`config.mk`:
```
export PLATFORM = sky130hd
export DESIGN_NAME = fetch_buf
export DESIGN_NICKNAME = d
export VERILOG_FILES = /design/src/rtl/fetch_buf.sv
export SDC_FILE = /design/constraint.sdc
export NUM_CORES = 1
export LEC_CHECK = 0
export BUFFER_PORTS_ARGS = -buffer_cell sky130_fd_sc_hd__buf_2
export CORE_ASPECT_RATIO = 1.4
export CORE_MARGIN = 5
export CORE_UTILIZATION = 59
export CTS_BUF_LIST = sky130_fd_sc_hd__clkbuf_8
export DETAILED_ROUTE_END_ITERATION = 7
export PLACE_DENSITY = 0.86
export SYNTH_ARGS = -nofsm -noshare
export SYNTH_HDL_FRONTEND = slang
export SYNTH_SLANG_ARGS = --single-unit
```
`constraint.sdc`:
```
create_clock -name clk -period 3.4 [get_ports clk]
set_clock_uncertainty 0.05 [all_clocks]
set_input_delay 0.51 -clock clk [delete_from_list [all_inputs] [get_ports clk]]
set_output_delay 0.51 -clock clk [all_outputs]
set_load 0.01 [all_outputs]
```
`src/rtl/fetch_buf.sv`:
```
// fetch_buf: DEPTH-entry {pc, inst} FIFO between IF and ID with flush and bubble output.
// Optional statistics counters are enabled by defining FETCHBUF_STATS_EN.
module fetch_buf #(
    parameter int ADDR_W = 32,
    parameter int INST_W = 32,
    parameter int DEPTH  = 4,
    parameter int CNT_W  = $clog2(DEPTH + 1)
) (
    input  logic              clk,
    input  logic              rst,
    input  logic              flush,
    input  logic              if_valid,
    input  logic [ADDR_W-1:0] if_pc,
    input  logic [INST_W-1:0] if_inst,
    output logic              if_ready,
    input  logic              id_stall,
    output logic              id_valid,
    output logic [ADDR_W-1:0] id_pc,
    output logic [INST_W-1:0] id_inst,
`ifdef FETCHBUF_STATS_EN
    output logic [31:0]       bubble_cnt,
    output logic [31:0]       flush_drop_cnt,
`endif
    output logic [CNT_W-1:0]  count
);

    localparam int               PTR_W    = $clog2(DEPTH);
    localparam logic [CNT_W-1:0] FULL_CNT = CNT_W'(DEPTH);
    localparam logic [CNT_W-1:0] CNT_ONE  = CNT_W'(1);
    localparam logic [PTR_W-1:0] PTR_ONE  = PTR_W'(1);

    logic [ADDR_W-1:0] pc_mem_r   [DEPTH];
    logic [INST_W-1:0] inst_mem_r [DEPTH];
    logic [PTR_W-1:0]  rd_ptr_r;
    logic [PTR_W-1:0]  wr_ptr_r;
    logic [CNT_W-1:0]  count_r;
    logic [CNT_W-1:0]  count_nxt_s;
    logic              full_s;
    logic              empty_s;
    logic              enq_s;
    logic              deq_s;

    assign full_s  = (count_r == FULL_CNT);
    assign empty_s = (count_r == {CNT_W{1'b0}});
    assign enq_s   = if_valid && !full_s;
    assign deq_s   = !empty_s && !id_stall;

    // Handshake and head-entry outputs; an empty buffer presents an all-zero bubble.
    always_comb begin
        if_ready = !full_s;
        id_valid = !empty_s;
        count    = count_r;
        id_pc    = {ADDR_W{1'b0}};
        id_inst  = {INST_W{1'b0}};
        if (!empty_s) begin
            id_pc   = pc_mem_r[rd_ptr_r];
            id_inst = inst_mem_r[rd_ptr_r];
        end else begin
            id_pc   = {ADDR_W{1'b0}};
            id_inst = {INST_W{1'b0}};
        end
    end

    // Occupancy next-state: a simultaneous enq and deq leaves the count unchanged.
    always_comb begin
        count_nxt_s = count_r;
        case ({enq_s, deq_s})
            2'b10:   count_nxt_s = count_r + CNT_ONE;
            2'b01:   count_nxt_s = count_r - CNT_ONE;
            default: count_nxt_s = count_r;
        endcase
    end

    // Pointer and occupancy registers; rst and flush both empty the buffer.
    always_ff @(posedge clk) begin
        if (rst || flush) begin
            rd_ptr_r <= {PTR_W{1'b0}};
            wr_ptr_r <= {PTR_W{1'b0}};
            count_r  <= {CNT_W{1'b0}};
        end else begin
            if (enq_s) begin
                wr_ptr_r <= wr_ptr_r + PTR_ONE;
            end
            if (deq_s) begin
                rd_ptr_r <= rd_ptr_r + PTR_ONE;
            end
            count_r <= count_nxt_s;
        end
    end

    // Entry storage; contents are don't-care while empty, so no reset is applied.
    always_ff @(posedge clk) begin
        if (!rst && !flush && enq_s) begin
            pc_mem_r[wr_ptr_r]   <= if_pc;
            inst_mem_r[wr_ptr_r] <= if_inst;
        end
    end

`ifdef FETCHBUF_STATS_EN
    logic [31:0] bubble_cnt_r;
    logic [31:0] flush_drop_cnt_r;
    logic [32:0] drop_sum_s;

    assign drop_sum_s     = {1'b0, flush_drop_cnt_r} + 33'(count_r);
    assign bubble_cnt     = bubble_cnt_r;
    assign flush_drop_cnt = flush_drop_cnt_r;

    // Saturating bubble and flush-discard counters, cleared only by rst.
    always_ff @(posedge clk) begin
        if (rst) begin
            bubble_cnt_r     <= 32'h0000_0000;
            flush_drop_cnt_r <= 32'h0000_0000;
        end else begin
            if (empty_s && (bubble_cnt_r != 32'hFFFF_FFFF)) begin
                bubble_cnt_r <= bubble_cnt_r + 32'h0000_0001;
            end
            if (flush) begin
                flush_drop_cnt_r <= drop_sum_s[32] ? 32'hFFFF_FFFF : drop_sum_s[31:0];
            end
        end
    end
`endif

endmodule

```
# ---- Word-level counts from Yosys, hierarchy flattened
# Memory sizes are Yosys's and may differ from the RTL's. A register that Yosys moved wholly into a read port is not among the register bits.
# Cells that the tools add are included.
dict set report word_totals {
  ram_bits 256
  ff_bits 7
  in_bits 69
  word_cells 33
  memories 2
}
dict set report op_classes {
  n_eq_ne 3
  n_mux 9
  reduce_logical 12
  addsub 4
}
# memory depth width rd rd_clocked_by_memory_dff wr line
set memory_table {}
lappend memory_table {inst_mem_r 4 32 1 1 1 33} ;# logic [INST_W-1:0] inst_mem_r [DEPTH];
lappend memory_table {pc_mem_r 4 32 1 1 1 32} ;# logic [ADDR_W-1:0] pc_mem_r [DEPTH];
# operator count
set ops {}
lappend ops {{32-bit two-way mux} 2}
lappend ops {{2-bit two-way mux} 4}
lappend ops {{3-bit one-hot mux with 2 select lines} 1}
lappend ops {{1-bit zero test} 5}
lappend ops {{2-bit by 1-bit adder with 2-bit output, second input constant} 2}
lappend ops {{1-bit logical AND} 4}
lappend ops {{3-bit by 1-bit adder with 3-bit output, second input constant} 1}
lappend ops {{3-bit equality test, second input constant} 1}
lappend ops {{3-bit zero test} 1}
lappend ops {{3-bit by 1-bit subtractor with 3-bit output, second input constant} 1}
lappend ops {{2-bit by 1-bit equality test with 1-bit output, second input constant} 1}
lappend ops {{2-bit equality test, second input constant} 1}
lappend ops {{1-bit two-way mux} 2}
lappend ops {{2-bit nonzero test} 1}
lappend ops {{1-bit logical OR} 1}

# ---- Logic depth before layout (Yosys ltp)
dict set report depth {
  ltp_word 6
  ltp_mapped 9
}

# ---- Least setup slack after synthesis
# Ideal clock, no wire load.
dict set report synth_path {
  path_type {reg2reg}
  start {reg count_r[0] (netlist: count[0])}
  end {mem inst_mem_r[0][0] (enable)}
  required_ps 2921
  path_stages_with_launch 4
  synth_period_minus_slack_ps 2893
  path_slack_ps 507
  t_arrival_ps 2414
  setup_ps 429
  n_path_buf 0
  cell_sequence {dfxtp_1 > or3b_1 > and2_4 > and3_1}
}
dict set report synth_between {
  elab_chain_cells 6
}
# element line
set synth_rtl {}
lappend synth_rtl {{start, declared} 36} ;# logic [CNT_W-1:0] count_r;
lappend synth_rtl {{start signal, assigned} 79} ;# count_r <= {CNT_W{1'b0}};
lappend synth_rtl {{start signal, assigned} 87} ;# count_r <= count_nxt_s;
lappend synth_rtl {{3-bit equality test} 43} ;# assign full_s = (count_r == FULL_CNT);
lappend synth_rtl {{1-bit zero test} n/a}
lappend synth_rtl {{net if_ready} 15} ;# output logic if_ready,
lappend synth_rtl {{1-bit logical AND} 45} ;# assign enq_s = if_valid && !full_s;
lappend synth_rtl {{1-bit logical AND} 93} ;# if (!rst && !flush && enq_s) begin
lappend synth_rtl {{1-bit two-way mux} 93}
lappend synth_rtl {{1-bit two-way mux (implied by the code)} 95} ;# inst_mem_r[wr_ptr_r] <= if_inst;
lappend synth_rtl {{end, declared} 33}
# The timed path passes the listed nets, and every way through them passes these cells.

==> summary.txt <==
Worst setup path
  – CP endpoint kind: output pin
  – Startpoint types: flop
  – Critical Path AT: 2.33 ns
  – R2R Path Start: count[2]$_SDFFE_PP0P_
  – Worst R2R Path Depth: 9
  – Worst reg-to-reg setup slack: 0.94 ns
  – R2R Path End: count[2]$_SDFFE_PP0P_
  – Crit path kind: reg -> out
  – CP max FO: 35
  – Worst EP required: 2.84 ns

Synth
  – Netlist cell types: 25
  – Cells after Synth: 460
  – Net Count, Synth: 535
  – Post-synthesis instance area: 10200 um^2
  – Register area share after synthesis: 77.5%
  – Mean Syn Cell Area: 22.1 um^2
  – YS warnings: 0
  – Yosys reg bits: 265

Clock tree
  – Num Clock Sinks: 265
  – CTS tree: built
  – CTS Buf Count: 38
  – Clock root cell: clkbuf_8
  – # hold bufs at CTS: 0
  – H-tree levels: 2
  – Worst-path clk slew: 0.07 ns
  – Clk buf depth: 3
  – Post-CTS setup buffer count: 0
  – Post-CTS resize count: 0
  – Worst skew pair latency: 0.50 ns

Pwr
  – Switching share of power: 20.5%
  – Clock power share: 36.8%
  – P_sw: 1.28 mW
  – Int Power: 4.96 mW
  – Pwr/cell area: 529 nW/um^2
  – Share of total power in combinational logic: 5.0%
  – Leak Pwr: 4.13 nW
  – Worst vdd ir: 0.000306 V
  – Sequential Power Share: 58.2%

Timing
  – Final setup fails: 0
  – Min Clock Period, post-route: 2.89 ns
  – Final Hold Viols: 0
  – Setup TNS: 0 ns
  – Worst Setup Slack, final: 0.508 ns
  – Tcrit/Tclk final: 85.1%
  – Relative slew slack: 32.5%
  – Worst Tran Pin Value: 1.01 ns
  – RSZ-0062 raised after global routing: no
  – Min Hold Slack: 0.178 ns
  – Pins Over Slew Limit: 0
  – Highest clock rate: 0.346 GHz

Cells and area
  – Layout area overhead: 16.1%
  – Commonest cells after routing, fill and taps aside: edfxtp_1 (256), buf_2 (137), mux4_2 (64), and2_1 (64), clkbuf_8 (42)
  – Multi-input logic area: 2130 um^2
  – FF/Latch Area: 7880 um^2
  – Fillers: 1065
  – Finished Cell Area: 11800 um^2
  – Share of cells above drive strength 1: 40.8%
  – Final net count: 701
  – Final non-filler cell total: 860
  – Most common cell after layout, fill and taps aside: edfxtp_1

Global routing
  – First-pass GRT wire length: 29900 um
  – Largest net degree at the start of global routing: 66
  – GRT Overall Usage: 19.9%
  – Initial antenna violation count: 4
  – Number of global-route vias before repair: 5494
  – Congestion Overflow GR: 0

Worst hold path
  – Worst hold path type: in -> reg
  – Hold EP: pc_mem_r[0][21]$_DFFE_PP_
  – Min-delay src: if_pc[21]
  – Worst Hold Depth: 1

Floorplan
  – Ports: 138
  – Starting density of the core: 60.4%
  – Die ar.: 20000 um^2
  – Die Ht: 165 um
  – Die Width: 121 um
  – Core box area: 16800 um^2
  – Row cnt: 56

Route
  – DRC Markers: 0
  – Via-to-Cell Ratio: 5.73
  – 1st-iter DRT viols: 343
  – Drt wl/cell: 22.3 um
  – DR pass1 iterations: 5
  – Antenna viol nets, final: 0
  – Drt total wl: 19100 um
  – Total number of vias: 4926

Run
  – MaxCap Viol Count: 0

Placement
  – Input/output buffers: 137
  – Pre-CTS setup slack: 0.955 ns
  – Dpl cells: 789
  – Detailed Place HPWL: 12100 um
  – GP Congestion: 0.709
  – DP Area: 11100 um^2

Outcome
  – Outcome: finished, final reports clean
==> worst max-delay path by stage <==
stage	start	end	slack, ns	cells after the start
global placement	flop	id_pc[31]	0.98	4
global route	flop	id_inst[0]	0.31	4
floorplan	count[0]$_SDFFE_PP0P_	inst_mem_r[0][0]$_DFFE_PP_	0.51	3
CTS	flop	id_pc[7]	0.42	4
detailed placement	count[2]$_SDFFE_PP0P_	count[2]$_SDFFE_PP0P_	0.95	9
finish	flop	id_pc[7]	0.51	4
==> metal layers <==
| metal | global-route usage, % | share of wire, % | wire length [um] | vias to the layer above |
|---|---|---|---|---|
| met1 | 24.2 | 37 | 7150 | 2516 |
| met5 | 0 | 0.14 | 27 | - |
| met2 | 34.6 | 55 | 10500 | 165 |
| met4 | 8.20 | 2.1 | 399 | 4 |
| met3 | 4.29 | 5.4 | 1030 | 34 |
| li1 | - | - | - | 2207 |
==> power groups by stage <==
stage | registers (mW) | logic (mW) | clock network [mW]
2_1_floorplan | 3.70 | 0.160 | 0
3_3_place_gp | 3.70 | 0.300 | 0
3_5_place_dp | 3.70 | 0.316 | 0
4_1_cts | 3.63 | 0.317 | 2.36
5_1_grt | 3.63 | 0.340 | 2.52
6_report | 3.63 | 0.311 | 2.30
==> stage by stage <==
stage / utilization (%) / power, mW
6_report: 70.1 / 6.24
3_3_place_gp: 65.8 / 4.00
5_1_grt: 70.1 / 6.49
3_5_place_dp: 65.8 / 4.02
4_1_cts: 70.0 / 6.30
2_1_floorplan: - / 3.86
==> cells in the mapped netlist <==
cell / instances / area [um^2]
nor2_1: 5 / 18.8
o21ai_0: 4 / 20.0
nand2_1: 1 / 3.75
inv_1: 7 / 26.3
or2_2: 1 / 6.26
mux4_2: 64 / 1440
ha_1: 5 / 62.6
clkbuf_2: 1 / 5.00
nor3_2: 1 / 10.0
a21oi_1: 5 / 25.0
and3_1: 4 / 25.0
and2_1: 64 / 400
clkbuf_1: 8 / 30.0
edfxtp_1: 256 / 7690
nand4_1: 2 / 12.5
fa_1: 1 / 20.0
dfxtp_1: 9 / 180
nand2b_1: 1 / 6.26
buf_2: 6 / 30.0
or3_1: 3 / 18.8
buf_6: 7 / 78.8
o31ai_1: 1 / 7.51
xor2_1: 2 / 17.5
and2_4: 1 / 8.76
or3b_1: 1 / 8.76
==> sequential cells by signal (all words and copies together), names as in the netlist, named ones only <==
name	cells
inst_mem_r	128
wr_ptr_r	2
rd_ptr_r	2
pc_mem_r	128
count	3
==> worst max-delay path: stages, from the launching register on <==
cell     delay, ns
dfxtp_4       0.61
buf_12        0.34
mux4_2        0.54
and2_1        0.19
buf_2         0.14
==> logic make-up after synthesis <==
| kind of cell | after synthesis | share of synthesized area (%) |
|---|---|---|
| xor+xnor | 2 | 0.173 |
| compound gates | 10 | 0.518 |
| buf+inv | 29 | 1.68 |
| flops | 265 | 77.5 |
| fa+ha+maj | 6 | 0.814 |
| simple gates | 84 | 5.12 |
| mux | 64 | 14.2 |
==> cell type report <==
cell class | instances | share of cell area [%]
diodes | 2 | 0.0425
clock buffers | 42 | 4.91
clock inverters | 27 | 1.10
inverters | 7 | 0.223
multi-input cells | 166 | 18.1
flip-flops and latches | 265 | 66.8
well taps | 203 | 2.16
repair buffers | 148 | 6.63
(Power assumes the default switching activity.)
